## config.mk

```make
export PLATFORM = sky130hd
export DESIGN_NAME = qpsk_symbol_tx_flat
export DESIGN_NICKNAME = d
export VERILOG_FILES = /design/src/rtl/qpsk_symbol_tx_if.sv /design/src/rtl/qpsk_symbol_tx.sv /design/src/flat_wrapper.sv
export SDC_FILE = /design/constraint.sdc
export NUM_CORES = 1
export LEC_CHECK = 0
export ABC_AREA = 0
export BUFFER_PORTS_ARGS = -buffer_cell sky130_fd_sc_hd__buf_2
export CAP_MARGIN = 20
export CORE_MARGIN = 1.5
export CORE_UTILIZATION = 55
export CTS_BUF_LIST = sky130_fd_sc_hd__clkbuf_8
export CTS_CLUSTER_DIAMETER = 120
export CTS_CLUSTER_SIZE = 30
export DETAILED_ROUTE_END_ITERATION = 6
export GPL_ROUTABILITY_DRIVEN = 0
export PLACE_DENSITY = 0.91
export SLEW_MARGIN = 5
export SYNTH_ARGS = -nofsm -noshare
export SYNTH_HDL_FRONTEND = slang
export SYNTH_SLANG_ARGS = --single-unit
export TNS_END_PERCENT = 30
```

## constraint.sdc

```tcl
create_clock -name clk -period 2.71 [get_ports clk]
set_input_delay 0.4065 -clock clk [delete_from_list [all_inputs] [get_ports clk]]
set_output_delay 0.4065 -clock clk [all_outputs]
set_load 0.03 [all_outputs]
```

## src/rtl/qpsk_symbol_tx_if.sv

```systemverilog
// Symbol-in / sample-out bundle for the QPSK transmit symbol source.
// The master side feeds symbols and observes samples; the slave side is the transmitter.
interface qpsk_symbol_tx_if #(
    parameter int DATA_WIDTH = 16
);
    logic [1:0]                   sym_in;
    logic                         sym_valid;
    logic                         sym_ready;
    logic signed [DATA_WIDTH-1:0] I_out;
    logic signed [DATA_WIDTH-1:0] Q_out;
    logic                         valid_out;
    logic                         sym_strobe;
    logic                         underrun;

    modport master (
        output sym_in, sym_valid,
        input  sym_ready, I_out, Q_out, valid_out, sym_strobe, underrun
    );

    modport slave (
        input  sym_in, sym_valid,
        output sym_ready, I_out, Q_out, valid_out, sym_strobe, underrun
    );
endinterface

```

## src/rtl/qpsk_symbol_tx.sv

```systemverilog
// QPSK symbol source: FIFO-buffered 2-bit symbols, Gray-mapped to +-AMP and upsampled to SPS samples.
// Optional QPSK_TX_PRBS_EN adds prbs_sel and an internal PRBS-9 symbol source.
module qpsk_symbol_tx #(
    parameter int DATA_WIDTH  = 16,
    parameter int SPS         = 4,
    parameter int AMP         = 23170,
    parameter int FIFO_DEPTH  = 8,
    parameter int PRIME_LEVEL = 4,
    parameter int ZERO_STUFF  = 0
) (
    input  logic                 clk,
    input  logic                 rst,
    input  logic                 enable,
`ifdef QPSK_TX_PRBS_EN
    input  logic                 prbs_sel,
`endif
    qpsk_symbol_tx_if.slave      tx
);
    localparam int PW = $clog2(SPS);
    localparam int AW = $clog2(FIFO_DEPTH);
    localparam int CW = AW + 1;
    localparam logic signed [DATA_WIDTH-1:0] POS_LEVEL = DATA_WIDTH'(AMP);
    localparam logic signed [DATA_WIDTH-1:0] NEG_LEVEL = -POS_LEVEL;

    typedef enum logic [1:0] {
        IDLE  = 2'd0,
        PRIME = 2'd1,
        RUN   = 2'd2
    } state_t;

    state_t                       state;
    state_t                       state_next;
    logic [PW-1:0]                phase;
    logic [1:0]                   fifo_mem [FIFO_DEPTH];
    logic [AW-1:0]                wr_ptr;
    logic [AW-1:0]                rd_ptr;
    logic [CW-1:0]                count;
    logic                         fifo_full;
    logic                         fifo_empty;
    logic                         push;
    logic                         pop;
    logic                         phase_zero;
    logic                         phase_last;
    logic                         use_prbs;
    logic [1:0]                   next_sym;
    logic                         sym_avail;
    logic signed [DATA_WIDTH-1:0] hold_i;
    logic signed [DATA_WIDTH-1:0] hold_q;

`ifdef QPSK_TX_PRBS_EN
    logic [8:0] prbs;
    logic       prbs_b1;
    logic       prbs_b0;

    assign use_prbs = prbs_sel;
    // Two feedback bits of x^9+x^5+1 per symbol; b0 is the bit generated after b1 is shifted in.
    assign prbs_b1  = prbs[8] ^ prbs[4];
    assign prbs_b0  = prbs[7] ^ prbs[3];

    always_ff @(posedge clk or negedge rst) begin
        if (!rst) begin
            prbs <= 9'h1FF;
        end else if (state == RUN && phase_zero && use_prbs) begin
            prbs <= {prbs[6:0], prbs_b1, prbs_b0};
        end
    end
`else
    assign use_prbs = 1'b0;
`endif

    assign fifo_full    = (count == CW'(FIFO_DEPTH));
    assign fifo_empty   = (count == '0);
    assign tx.sym_ready = !fifo_full && !use_prbs;
    assign push         = tx.sym_valid && tx.sym_ready;
    assign phase_zero   = (phase == '0);
    assign phase_last   = (phase == PW'(SPS - 1));
    assign pop          = (state == RUN) && phase_zero && !use_prbs && !fifo_empty;

    always_ff @(posedge clk) begin
        if (push) begin
            fifo_mem[wr_ptr] <= tx.sym_in;
        end
    end

    always_ff @(posedge clk or negedge rst) begin
        if (!rst) begin
            wr_ptr <= '0;
            rd_ptr <= '0;
            count  <= '0;
        end else begin
            if (push) wr_ptr <= wr_ptr + 1'b1;
            if (pop)  rd_ptr <= rd_ptr + 1'b1;
            case ({push, pop})
                2'b10:   count <= count + 1'b1;
                2'b01:   count <= count - 1'b1;
                default: count <= count;
            endcase
        end
    end

    always_ff @(posedge clk or negedge rst) begin
        if (!rst) begin
            state <= IDLE;
        end else begin
            state <= state_next;
        end
    end

    always_comb begin
        state_next = state;
        case (state)
            IDLE: begin
                if (enable) state_next = use_prbs ? RUN : PRIME;
            end
            PRIME: begin
                if (!enable)                                    state_next = IDLE;
                else if (use_prbs || count >= CW'(PRIME_LEVEL)) state_next = RUN;
            end
            RUN: begin
                if (phase_last && !enable) state_next = IDLE;
            end
            default: state_next = IDLE;
        endcase
    end

    always_comb begin
        next_sym  = fifo_mem[rd_ptr];
        sym_avail = !fifo_empty;
`ifdef QPSK_TX_PRBS_EN
        if (use_prbs) begin
            next_sym  = {prbs_b1, prbs_b0};
            sym_avail = 1'b1;
        end
`endif
    end

    always_ff @(posedge clk or negedge rst) begin
        if (!rst) begin
            phase <= '0;
        end else if (state != RUN || phase_last) begin
            phase <= '0;
        end else begin
            phase <= phase + 1'b1;
        end
    end

    // Symbol value is latched at phase 0 so the remaining phases can repeat it without re-reading the FIFO.
    always_ff @(posedge clk or negedge rst) begin
        if (!rst) begin
            tx.I_out      <= '0;
            tx.Q_out      <= '0;
            hold_i        <= '0;
            hold_q        <= '0;
            tx.valid_out  <= 1'b0;
            tx.sym_strobe <= 1'b0;
            tx.underrun   <= 1'b0;
        end else if (state != RUN) begin
            tx.I_out      <= '0;
            tx.Q_out      <= '0;
            hold_i        <= '0;
            hold_q        <= '0;
            tx.valid_out  <= 1'b0;
            tx.sym_strobe <= 1'b0;
            tx.underrun   <= 1'b0;
        end else begin
            tx.valid_out  <= 1'b1;
            tx.sym_strobe <= phase_zero;
            if (phase_zero) begin
                tx.underrun <= !sym_avail;
                if (sym_avail) begin
                    hold_i   <= next_sym[1] ? NEG_LEVEL : POS_LEVEL;
                    hold_q   <= next_sym[0] ? NEG_LEVEL : POS_LEVEL;
                    tx.I_out <= next_sym[1] ? NEG_LEVEL : POS_LEVEL;
                    tx.Q_out <= next_sym[0] ? NEG_LEVEL : POS_LEVEL;
                end else begin
                    hold_i   <= '0;
                    hold_q   <= '0;
                    tx.I_out <= '0;
                    tx.Q_out <= '0;
                end
            end else begin
                tx.underrun <= 1'b0;
                tx.I_out    <= (ZERO_STUFF != 0) ? '0 : hold_i;
                tx.Q_out    <= (ZERO_STUFF != 0) ? '0 : hold_q;
            end
        end
    end
endmodule

```

## src/flat_wrapper.sv

```systemverilog
// flat-port wrapper written by rule: the top's interface ports become plain ports
module qpsk_symbol_tx_flat 
#(
    parameter int DATA_WIDTH  = 16,
    parameter int SPS         = 4,
    parameter int AMP         = 23170,
    parameter int FIFO_DEPTH  = 8,
    parameter int PRIME_LEVEL = 4,
    parameter int ZERO_STUFF  = 0
)
  (clk, rst, enable, tx_sym_in, tx_sym_valid, tx_sym_ready, tx_I_out, tx_Q_out, tx_valid_out, tx_sym_strobe, tx_underrun);
  qpsk_symbol_tx_if #(.DATA_WIDTH(DATA_WIDTH)) tx_i ();
  input  logic clk;
  input  logic rst;
  input  logic enable;
  input wire logic [$bits(tx_i.sym_in)-1:0] tx_sym_in;
  input wire logic [$bits(tx_i.sym_valid)-1:0] tx_sym_valid;
  output wire logic [$bits(tx_i.sym_ready)-1:0] tx_sym_ready;
  output wire logic [$bits(tx_i.I_out)-1:0] tx_I_out;
  output wire logic [$bits(tx_i.Q_out)-1:0] tx_Q_out;
  output wire logic [$bits(tx_i.valid_out)-1:0] tx_valid_out;
  output wire logic [$bits(tx_i.sym_strobe)-1:0] tx_sym_strobe;
  output wire logic [$bits(tx_i.underrun)-1:0] tx_underrun;
  assign tx_i.sym_in = tx_sym_in;
  assign tx_i.sym_valid = tx_sym_valid;
  assign tx_sym_ready = tx_i.sym_ready;
  assign tx_I_out = tx_i.I_out;
  assign tx_Q_out = tx_i.Q_out;
  assign tx_valid_out = tx_i.valid_out;
  assign tx_sym_strobe = tx_i.sym_strobe;
  assign tx_underrun = tx_i.underrun;
  qpsk_symbol_tx #(.DATA_WIDTH(DATA_WIDTH), .SPS(SPS), .AMP(AMP), .FIFO_DEPTH(FIFO_DEPTH), .PRIME_LEVEL(PRIME_LEVEL), .ZERO_STUFF(ZERO_STUFF)) u_core (.clk(clk), .rst(rst), .enable(enable), .tx(tx_i));
endmodule
```

==> metrics.txt, run 1 <==
Async SR Flop Fraction around 58%; CP Buf/Inv Count 0; hold bufs inserted after CTS 0; Vias 1060; most frequent cells in the layout buf_2, dfrtp_1, edfxtp_1; WHS ~0.065 ns; drt pass-1 iters 4; post-DP HPWL 2130 um; Core Area between 3000 and 4000 um2; worst-path maximum fanout 8; CP Class register to register; clk sinks 38; row count 20; Chip Width around 61 um; Crit. End Element register; root buf cell clkbuf_8; Fillers 229; Final ANT Viol Nets 0; I/O pin count 42; CP startpoint u_core.count[2]; Worst R2R Start u_core.count[2]; Cell variety after synth 34; Fin. Hold Viols 0; CTS clk-pin slew, worst paths approximately 0.070 ns; Residual DRC 0; Post CTS Setup Buffer Count 0; CTS tree yes; max incr delay on CP roughly 0.66 ns; Fin Clk Skew 0.00375 ns; Die H approximately 61 um; Critical Path RT 2.88 ns; WL/cell about 14 um; most common cell after layout, fill and taps aside buf_2; crit path DAT between 2 and 3 ns; Layout Nets 175; Hold Crit Class input pin to asynchronous set/reset pin; post_cts resized 0; Post-synth EDFFs 16; Ys Warns 0; status complete, no violations; ys flop type dfrtp_1; Cells after Synth ~140; area grow syn2layout 7.05%; pre-CTS WS between 0.2 and 0.25 ns; cell family contributing the most delay on the critical path simple AND/OR/NAND/NOR gates; PortBufs 39; Tmin final between 2 and 3 ns; Via-to-Cell Ratio 5.12; setup violators final 0; clock tree buffer depth 2; initial drt markers 17; slew margin rel. between 60% and 70%; Final WS setup 0.187 ns; share of cells above drive strength 1 between 30% and 40%; largest net degree at the start of global routing 23; Power Dens Cells around 1200 nW/um2; GR Overflow Total 0; Multi-input gate area roughly 600 um2; gr usage total roughly 18%; most used cell, CP xor2_1; Skew-Pair Late Insertion Delay ~0.29 ns; CP cell instances or4b_1 > nand2_4 > ha_1 > xor2_1 > ha_1 > a21oi_1 > xor2_1 > nor2_1 > xor2_1; Die Area between 3000 and 4000 um2; startpoint types register; sequential cell area 1030 um2; Max Slew Vio Count 0; vias in the first global route 1012; Final period util between 90 and 100%; worst slew pin tran 0.526 ns; Post-Syn Area per Cell about 13 um2; slowest CP cell or4b_1; first-pass GRT wire length approximately 4500 um; H-tree depth 2; setup TNS 0 ns; initial antenna violation count 0; Ant. Diodes 0; Initial Util between 50% and 60%; total CTS buffers 5; maximum vdd drop 0.528 mV; mapped cell area about 1900 um2; Post-Route WL 2810 um; register area share after synthesis a little under three fifths; #FFs+latches synth 38; RSZ-0062 raised after global routing no; leak pwr roughly 0.93 nW; Peak Freq slightly below 400 MHz; max_cap viols 0; Design Power between 2 and 2.5 mW
-- final cells by class --
cell class	instances	area share, %
clock buffers	6	4.14
clock inverters	2	0.376
inverters	5	1.07
multi-input cells	73	30.2
flip-flops and latches	38	51.7
well taps	44	2.76
repair buffers	39	9.79
-- worst reg2reg max path: cells and delay by family (launching register included) --
family	cells	cell delay, ns
AO/OA/AOI/OAI	1	0.14
adder cells (fa/ha/maj)	2	0.48
AND/OR/NAND/NOR	3	0.90
XOR/XNOR	3	0.42
flip-flops	1	0.47
-- synth_stat cells (3+ instances only) --
library cell,instances,area [um2]
nor2_1,7,26.3
dfrtp_1,22,551
nand2b_1,5,31.3
xnor2_1,5,43.8
inv_1,4,15.0
ha_1,7,87.6
mux4_2,4,90.1
nand2_1,7,26.3
o21ai_0,3,15.0
xor2_1,4,35.0
nor3_1,5,25.0
buf_4,27,203
edfxtp_1,16,480
-- cell families after synthesis --
family                   share of synthesized area (%)
multiplexers                                      7.92
flip-flops                                        55.3
other                                            0.201
adder cells (fa/ha/maj)                           4.70
AO/OA/AOI/OAI                                     3.76
XOR/XNOR                                          4.23
AND/OR/NAND/NOR                                   11.3
buffers and inverters                             12.6
-- sequential cells by signal, indices dropped and copies added (netlist names) --
signal                flops
u_core.tx.underrun        1
u_core.tx.I_out           2
u_core.fifo_mem          16
u_core.tx.valid_out       1
u_core.phase              2
u_core.count              4
u_core.state              2
u_core.rd_ptr             3
u_core.tx.sym_strobe      1
u_core.tx.Q_out           3
u_core.wr_ptr             3
-- path summary, 6_finish.rpt --
check,slack (ns),to,depth (start not counted)
hold / removal,0.07,u_core.tx.underrun,1
setup reg to reg,0.19,u_core.count[2],9
max in group asynchronous,2.32,u_core.wr_ptr[1],1
setup / recovery,0.19,u_core.count[2],9
min in group clk,0.39,u_core.fifo_mem[0][1],1
hold reg to reg,0.48,u_core.phase[0],1
-- metrics by stage --
step | instance area, um2 | cells | utilization, %
2_1_floorplan | 1870 | 145 | -
3_3_place_gp | 1900 | 199 | 60.9
3_5_place_dp | 1900 | 199 | 60.9
4_1_cts | 1990 | 207 | 63.8
5_1_grt | 1990 | 207 | 63.8
6_report | 1990 | 207 | 63.8
-- where the power goes --
part | switching [mW] | internal (mW) | leakage (nW)
Combinational | 0.690 | 0.414 | 0.454
Sequential | 0.205 | 0.780 | 0.424
Clock | 0.182 | 0.200 | 0.0538
Total | 1.08 | 1.39 | 0.932
-- routing by layer --
metal  global-route usage, %  up-vias  part of all wire [%]
met5                       0        -                     0
met4                    6.52        0                  0.89
met3                    7.56        3                   6.1
met2                    29.2       45                    51
met1                    20.3      505                    42
li1                        -      507                     -
Power figures use the tool's default switching activity.
==> inputs of run 2 (changes only) <==
--- a/config.mk
+++ b/config.mk
@@ -15,7 +15,9 @@
 export CTS_CLUSTER_SIZE = 30
 export DETAILED_ROUTE_END_ITERATION = 6
 export GPL_ROUTABILITY_DRIVEN = 0
+export GPL_TIMING_DRIVEN = 0
 export PLACE_DENSITY = 0.91
+export RECOVER_POWER = 50
 export SLEW_MARGIN = 5
 export SYNTH_ARGS = -nofsm -noshare
 export SYNTH_HDL_FRONTEND = slang
==> run 2 against run 1 <==
Against the previous run: first-iteration DRC count increased by 82%; maximum frequency barely moved; clock power up 2%; non-clock buffer count rose by 29; critical path type unchanged; largest power group unchanged.
==> metrics.txt, run 2 (synthesis results as in run 1) <==
CP cell instances or4b_1 > buf_2 > nand2_4 > ha_1 > xor2_1 > ha_1 > a21oi_1 > xor2_1 > nor2_1 > xor2_1; Peak Freq 396 MHz (about the same); post-DP HPWL 2210 um (+4.2%); Vias 1198 (+13%); slowest CP cell or4b_1; Fin Clk Skew 0.00846 ns (+0.00471 ns); design area 2190 um2 (+10%); Max Slew Vio Count 0 (unchanged); row count 20 (unchanged); Crit. End Element register; CP Class register to register; PortBufs 39 (unchanged); gr usage total 18.1% (+0.53 points); Design Power 2.65 mW (+7.4%); root buf cell clkbuf_8; pre-CTS WS 0.220 ns (-0.0109 ns); drt pass-1 iters 4 (unchanged); Post CTS Setup Buffer Count 0 (unchanged); RSZ-0062 raised after global routing no; Hold Crit Class input pin to asynchronous set/reset pin; Power Dens Cells 1210 nW/um2 (-2.4%); clk sinks 38 (unchanged); post_cts resized 0 (unchanged); final core occ 70.2% (+6.4 points); most used cell, CP xor2_1; I/O pin count 42 (unchanged); cell family contributing the most delay on the critical path simple AND/OR/NAND/NOR gates; Final ANT Viol Nets 0 (unchanged); setup TNS 0 ns (unchanged); clock tree buffer depth 2 (unchanged); Tmin final 2.52 ns (+0.00156 ns); WL/cell 12.7 um (-6.1%); Final Non-Filler Cells 236 (+14%); Fin. Hold Viols 0 (unchanged); slew margin rel. 24.4% (-40 points); Final period util 93.1% (about the same); first-pass GRT wire length 4700 um (+3.8%); placed cells 228 (+15%); max incr delay on CP 0.56 ns (-0.10 ns); setup violators final 0 (unchanged); CTS tree yes; Final WS setup 0.186 ns (-0.00156 ns); hold bufs inserted after CTS 0 (unchanged); max_cap viols 0 (unchanged); Placed Area 2120 um2 (+11%); Regs by FF count u_core.fifo_mem (16), u_core.count (4); initial drt markers 31 (+14); max FFs per register 16 (unchanged); Residual DRC 0 (unchanged); leak pwr 1.04 nW (+12%); Critical Path RT 2.89 ns (about the same); status complete, no violations; total CTS buffers 5 (unchanged); Core Area 3130 um2 (unchanged); Chip Width 61.2 um (unchanged); largest reg by FF count u_core.fifo_mem; most frequent cells in the layout buf_2, buf_4, dfrtp_1, edfxtp_1, clkbuf_1; share of cells above drive strength 1 40.1% (+4.5 points); CP Buf/Inv Count 1 (+1); crit path DAT 2.70 ns (about the same); maximum vdd drop 0.570 mV (+7.9%); vias in the first global route 1076 (+6.3%); Ant. Diodes 0 (unchanged); Initial Util 59.6% (unchanged); CTS clk-pin slew, worst paths 0.07 ns (about the same); Die H 61.2 um (unchanged); worst-path maximum fanout 8 (unchanged); WHS 0.315 ns (+0.250 ns); largest net degree at the start of global routing 23 (unchanged); most common cell after layout, fill and taps aside buf_2; initial antenna violation count 0 (unchanged); area grow syn2layout 17.8%; Layout Nets 204 (+17%); startpoint types register; Skew-Pair Late Insertion Delay 0.29 ns (about the same); Via-to-Cell Ratio 5.08 (-0.87%); worst slew pin tran 1.13 ns (+0.609 ns); Die Area 3750 um2 (unchanged); GR Overflow Total 0 (unchanged); H-tree depth 2 (unchanged); Post-Route WL 3010 um (+7.1%)
-- run 2: changes by cell type in the layout (fill, tap and decap cells not counted), sizes merged --
cell | previous run | this run
buf | 39 | 57
clkbuf | 6 | 17
clkinv | 0 | 1
inv | 7 | 6
-- run 2: final cells by class --
type	instances	area, um2
Sequential cell	38	1030
Fill cell	217	933
Multi-Input combinational cell	73	602
Buffer	29	213
Timing Repair Buffer	39	181
Clock buffer	6	82.6
Tap cell	44	55.1
Inverter	5	21.3
Clock inverter	2	8.76
-- run 2: where the power goes --
group	switching (mW)	total [mW]	internal, mW
clock network	0.187	0.388	0.201
logic	0.737	1.29	0.556
registers	0.191	0.972	0.780
total	1.12	2.65	1.54
-- run 2: per-layer routing --
layer  wire [um]  track usage, %
met5           0               0
met4          74            9.94
met3         198            6.93
met2        1510            31.0
met1        1230            19.2
-- run 2: path summary, 6_finish.rpt --
path	slack [ns]	endpoint	cells after the start	startpoint
setup / recovery	0.19	u_core.count[2]	10	u_core.count[2]
hold / removal	0.32	u_core.state[0]	1	rst
setup reg to reg	0.19	u_core.count[2]	10	u_core.count[2]
hold reg to reg	0.50	u_core.phase[0]	1	u_core.phase[0]
max in group asynchronous	1.71	u_core.tx.I_out[13]	1	rst
min in group clk	0.40	u_core.state[0]	3	enable
==> inputs of run 3 (changes only) <==
--- a/config.mk
+++ b/config.mk
@@ -5,11 +5,11 @@
 export SDC_FILE = /design/constraint.sdc
 export NUM_CORES = 1
 export LEC_CHECK = 0
-export ABC_AREA = 0
+export ABC_AREA = 1
 export BUFFER_PORTS_ARGS = -buffer_cell sky130_fd_sc_hd__buf_2
 export CAP_MARGIN = 20
 export CORE_MARGIN = 1.5
-export CORE_UTILIZATION = 55
+export CORE_UTILIZATION = 56
 export CTS_BUF_LIST = sky130_fd_sc_hd__clkbuf_8
 export CTS_CLUSTER_DIAMETER = 120
 export CTS_CLUSTER_SIZE = 30
==> run 3 against run 2 <==
Against the previous run: critical path depth increased by 1; highest routed layer unchanged; largest power group unchanged; sequential cell count unchanged; critical endpoint unchanged; synthesized cell count increased by 56%; first-iteration DRC count increased by 110%; clock power decreased by 6.2%; die area increased by 5.7%; sequential share of layout area decreased by 2.7 points; non-clock buffer count decreased by 1; area after synthesis increased by 7.9%; power increased by 5.0%; final cell count increased by 35%.
==> metrics.txt, run 3 <==
GR Overflow Total 0 (unchanged); combinational power share 53.3% (+4.6 points); Skew-Pair Late Insertion Delay 0.29 ns (about the same); worst reg2reg endpoint u_core.count[2]; Hold Crit Class input pin to asynchronous set/reset pin; Psw 1.30 mW (+17%); Ys Warns 0 (unchanged); Crit. End Element register; largest reg by FF count u_core.fifo_mem; CP startpoint u_core.state[0]; maximum vdd drop 0.812 mV (+43%); Cell variety after synth 27 (-21%); Power Dens Cells 1200 nW/um2 (-1.0%); Post-synth EDFFs 16 (unchanged); clock tree buffer depth 2 (unchanged); row count 21 (+5.0%); CTS tree yes; worst-path maximum fanout 10 (+2); Regs by FF count u_core.fifo_mem (16), u_core.count (4); leak pwr 1.28 nW (+23%); slowest CP cell dfrtp_1; sw frac 46.8% (+4.7 points); Post CTS Setup Buffer Count 0 (unchanged); H-tree depth 2 (unchanged); post_cts resized 0 (unchanged); RSZ-0062 raised after global routing no; Layout Nets 284 (+39%); Cells after Synth 224 (+56%); vias in the first global route 1394 (+30%); largest net degree at the start of global routing 23 (unchanged); share of the synthesized area in the top cell type 27.4% (-2.2 points); Fin Clk Skew 0.00380 ns (-0.00466 ns); Die Area 3960 um2 (+5.7%); sequential share of power 33.6% (-3.0 points); Residual DRC 0 (unchanged); worst slew pin tran 1.16 ns (+0.0231 ns); Chip Width 62.9 um (+2.8%); most common cell after layout, fill and taps aside nand2_1; #FFs+latches synth 38 (unchanged); clk sinks 38 (unchanged); drt pass-1 iters 4 (unchanged); hold bufs inserted after CTS 0 (unchanged); post-DP HPWL 2360 um (+6.4%); initial antenna violation count 0 (unchanged); count leader, synth nand2_1; mapped cell area 2010 um2 (+7.9%); Post-Route WL 3200 um (+6.4%); Int Power 1.48 mW (-3.6%); area leader, netlist dfrtp_1; Final Non-Filler Cells 318 (+35%); Worst R2R Start u_core.state[0]; R2R cell count 11 (+1); Async SR Flop Fraction 57.9% (unchanged); Max Slew Vio Count 0 (unchanged); ys flop type dfrtp_1; slew margin rel. 22.8% (-1.5 points); I/O pin count 42 (unchanged); Post-Syn Area per Cell 8.98 um2 (-31%); Via-to-Cell Ratio 4.58 (-9.7%); total CTS buffers 5 (unchanged); Ant. Diodes 0 (unchanged); Final ANT Viol Nets 0 (unchanged); Vias 1457 (+22%); Area contributors post-synth dfrtp_1, edfxtp_1, nand2_1, buf_4, inv_1; Peak Freq 450 MHz (+13%); max_cap viols 0 (unchanged); CP cell instances nor2_1 > nand2_1 > a21oi_4 > ha_1 > inv_1 > nand2_1 > nand2_1 > ha_1 > a21oi_1 > xor2_1 > o21ai_0; max FFs per register 16 (unchanged); most frequent cells in the layout nand2_1, buf_2, inv_1, buf_4, dfrtp_1; max incr delay on CP 0.40 ns (-0.16 ns); startpoint types register; crit path DAT 2.40 ns (-0.30 ns); Initial Util 59.3% (-0.24 points); Critical Path RT 2.89 ns (about the same); Reg2Reg Setup Slack 0.49 ns (+0.30 ns); Final period util 82.1% (-11 points); clock share of power 13.1% (-1.5 points); most used cell, CP nand2_1; placed cells 310 (+36%); Die H 62.9 um (+2.8%); CP Class register to register; PortBufs 39 (unchanged); Core Area 3390 um2 (+8.4%); register area share after synthesis 51.3% (-4.1 points); status complete, no violations; Fin. Hold Viols 0 (unchanged); Tmin final 2.22 ns (-0.300 ns); setup violators final 0 (unchanged); top cells by count, synth nand2_1, inv_1, buf_4; share of cells above drive strength 1 28.7% (-11 points); WL/cell 10.1 um (-21%); area grow syn2layout 15.7%; gr usage total 18.9% (+0.73 points); root buf cell clkbuf_8; CTS clk-pin slew, worst paths 0.07 ns (about the same); initial drt markers 65 (+110%); first-pass GRT wire length 5790 um (+23%); setup TNS 0 ns (unchanged)
run 3: changes by cell type after synthesis, sizes merged, moves of 3 or more:
cell and change:
mux2 -3, xnor2 -4, nand2b -5, nor2 +10
inv +29, mux4 -4, nand2 +59, or2 +3
nor3 -5, nand3 +14
run 3: power by group through the flow:
stage,Clock (mW),Sequential (mW),Combinational [mW]
floorplan,0,1.00,1.13
global placement,0,0.940,1.47
detailed placement,0,0.952,1.50
CTS,0.373,0.941,1.52
global route,0.399,0.969,1.65
finish,0.364,0.937,1.48
run 3: cell families (layout without fill, tap and decap cells):
family / after synthesis / after routing / share of synthesized area [%]
xor+xnor: 3 / 3 / 1.31
other cells: 1 / 2 / 0.187
simple gates: 104 / 104 / 22.8
fa+ha+maj: 7 / 7 / 4.36
flops: 38 / 38 / 51.3
buf+inv: 62 / 109 / 16.8
compound gates: 9 / 9 / 3.24
run 3: metal layers:
layer / track usage (%) / up-vias / share of wire (%)
met5: 0 / - / 0
met4: 8.33 / 0 / 1.7
met3: 6.31 / 5 / 6.8
met2: 33.4 / 53 / 50
met1: 20.3 / 642 / 42
li1: - / 757 / -
run 3: how the worst max path moves through the flow:
stage | end | slack (ns) | cells past startpoint
finish | u_core.count[2] | 0.49 | 11
global route | u_core.count[2] | 0.29 | 11
CTS | u_core.count[2] | 0.52 | 12
detailed placement | u_core.count[2] | 0.56 | 12
global placement | u_core.count[2] | 0.60 | 12
floorplan | u_core.count[2] | 0.81 | 12
run 3: area by class of cell:
cell class	count	area (um2)
Timing Repair Buffer	39	186
Buffer	28	208
Clock buffer	5	68.8
Sequential cell	38	1030
Tap cell	46	57.6
Clock inverter	3	12.5
Inverter	34	130
Multi-Input combinational cell	125	633
Fill cell	255	1060
run 3: per-stage QoR:
step / worst slack (ns) / hold slack, ns / power [mW] / area [um2] / utilization [%]
after floorplan: 0.808 / 0.111 / 2.13 / 2010 / -
final: 0.486 / 0.322 / 2.78 / 2330 / 68.7
after global routing: 0.293 / 0.389 / 3.02 / 2330 / 68.7
after CTS: 0.523 / 0.0786 / 2.83 / 2350 / 69.3
after global placement: 0.599 / 0.389 / 2.41 / 2270 / 66.9
after detailed placement: 0.565 / 0.395 / 2.45 / 2270 / 66.9
run 3: worst max-delay path, delay by kind of cell, from the launching register on:
family	cells	cell delay, ns
and+or+nand+nor	4	0.50
AOI/OAI and AO/OA	3	0.54
adders and majority gates	2	0.45
xor gates and xnor gates	1	0.16
buffers and inverters	1	0.05
DFF	1	0.40
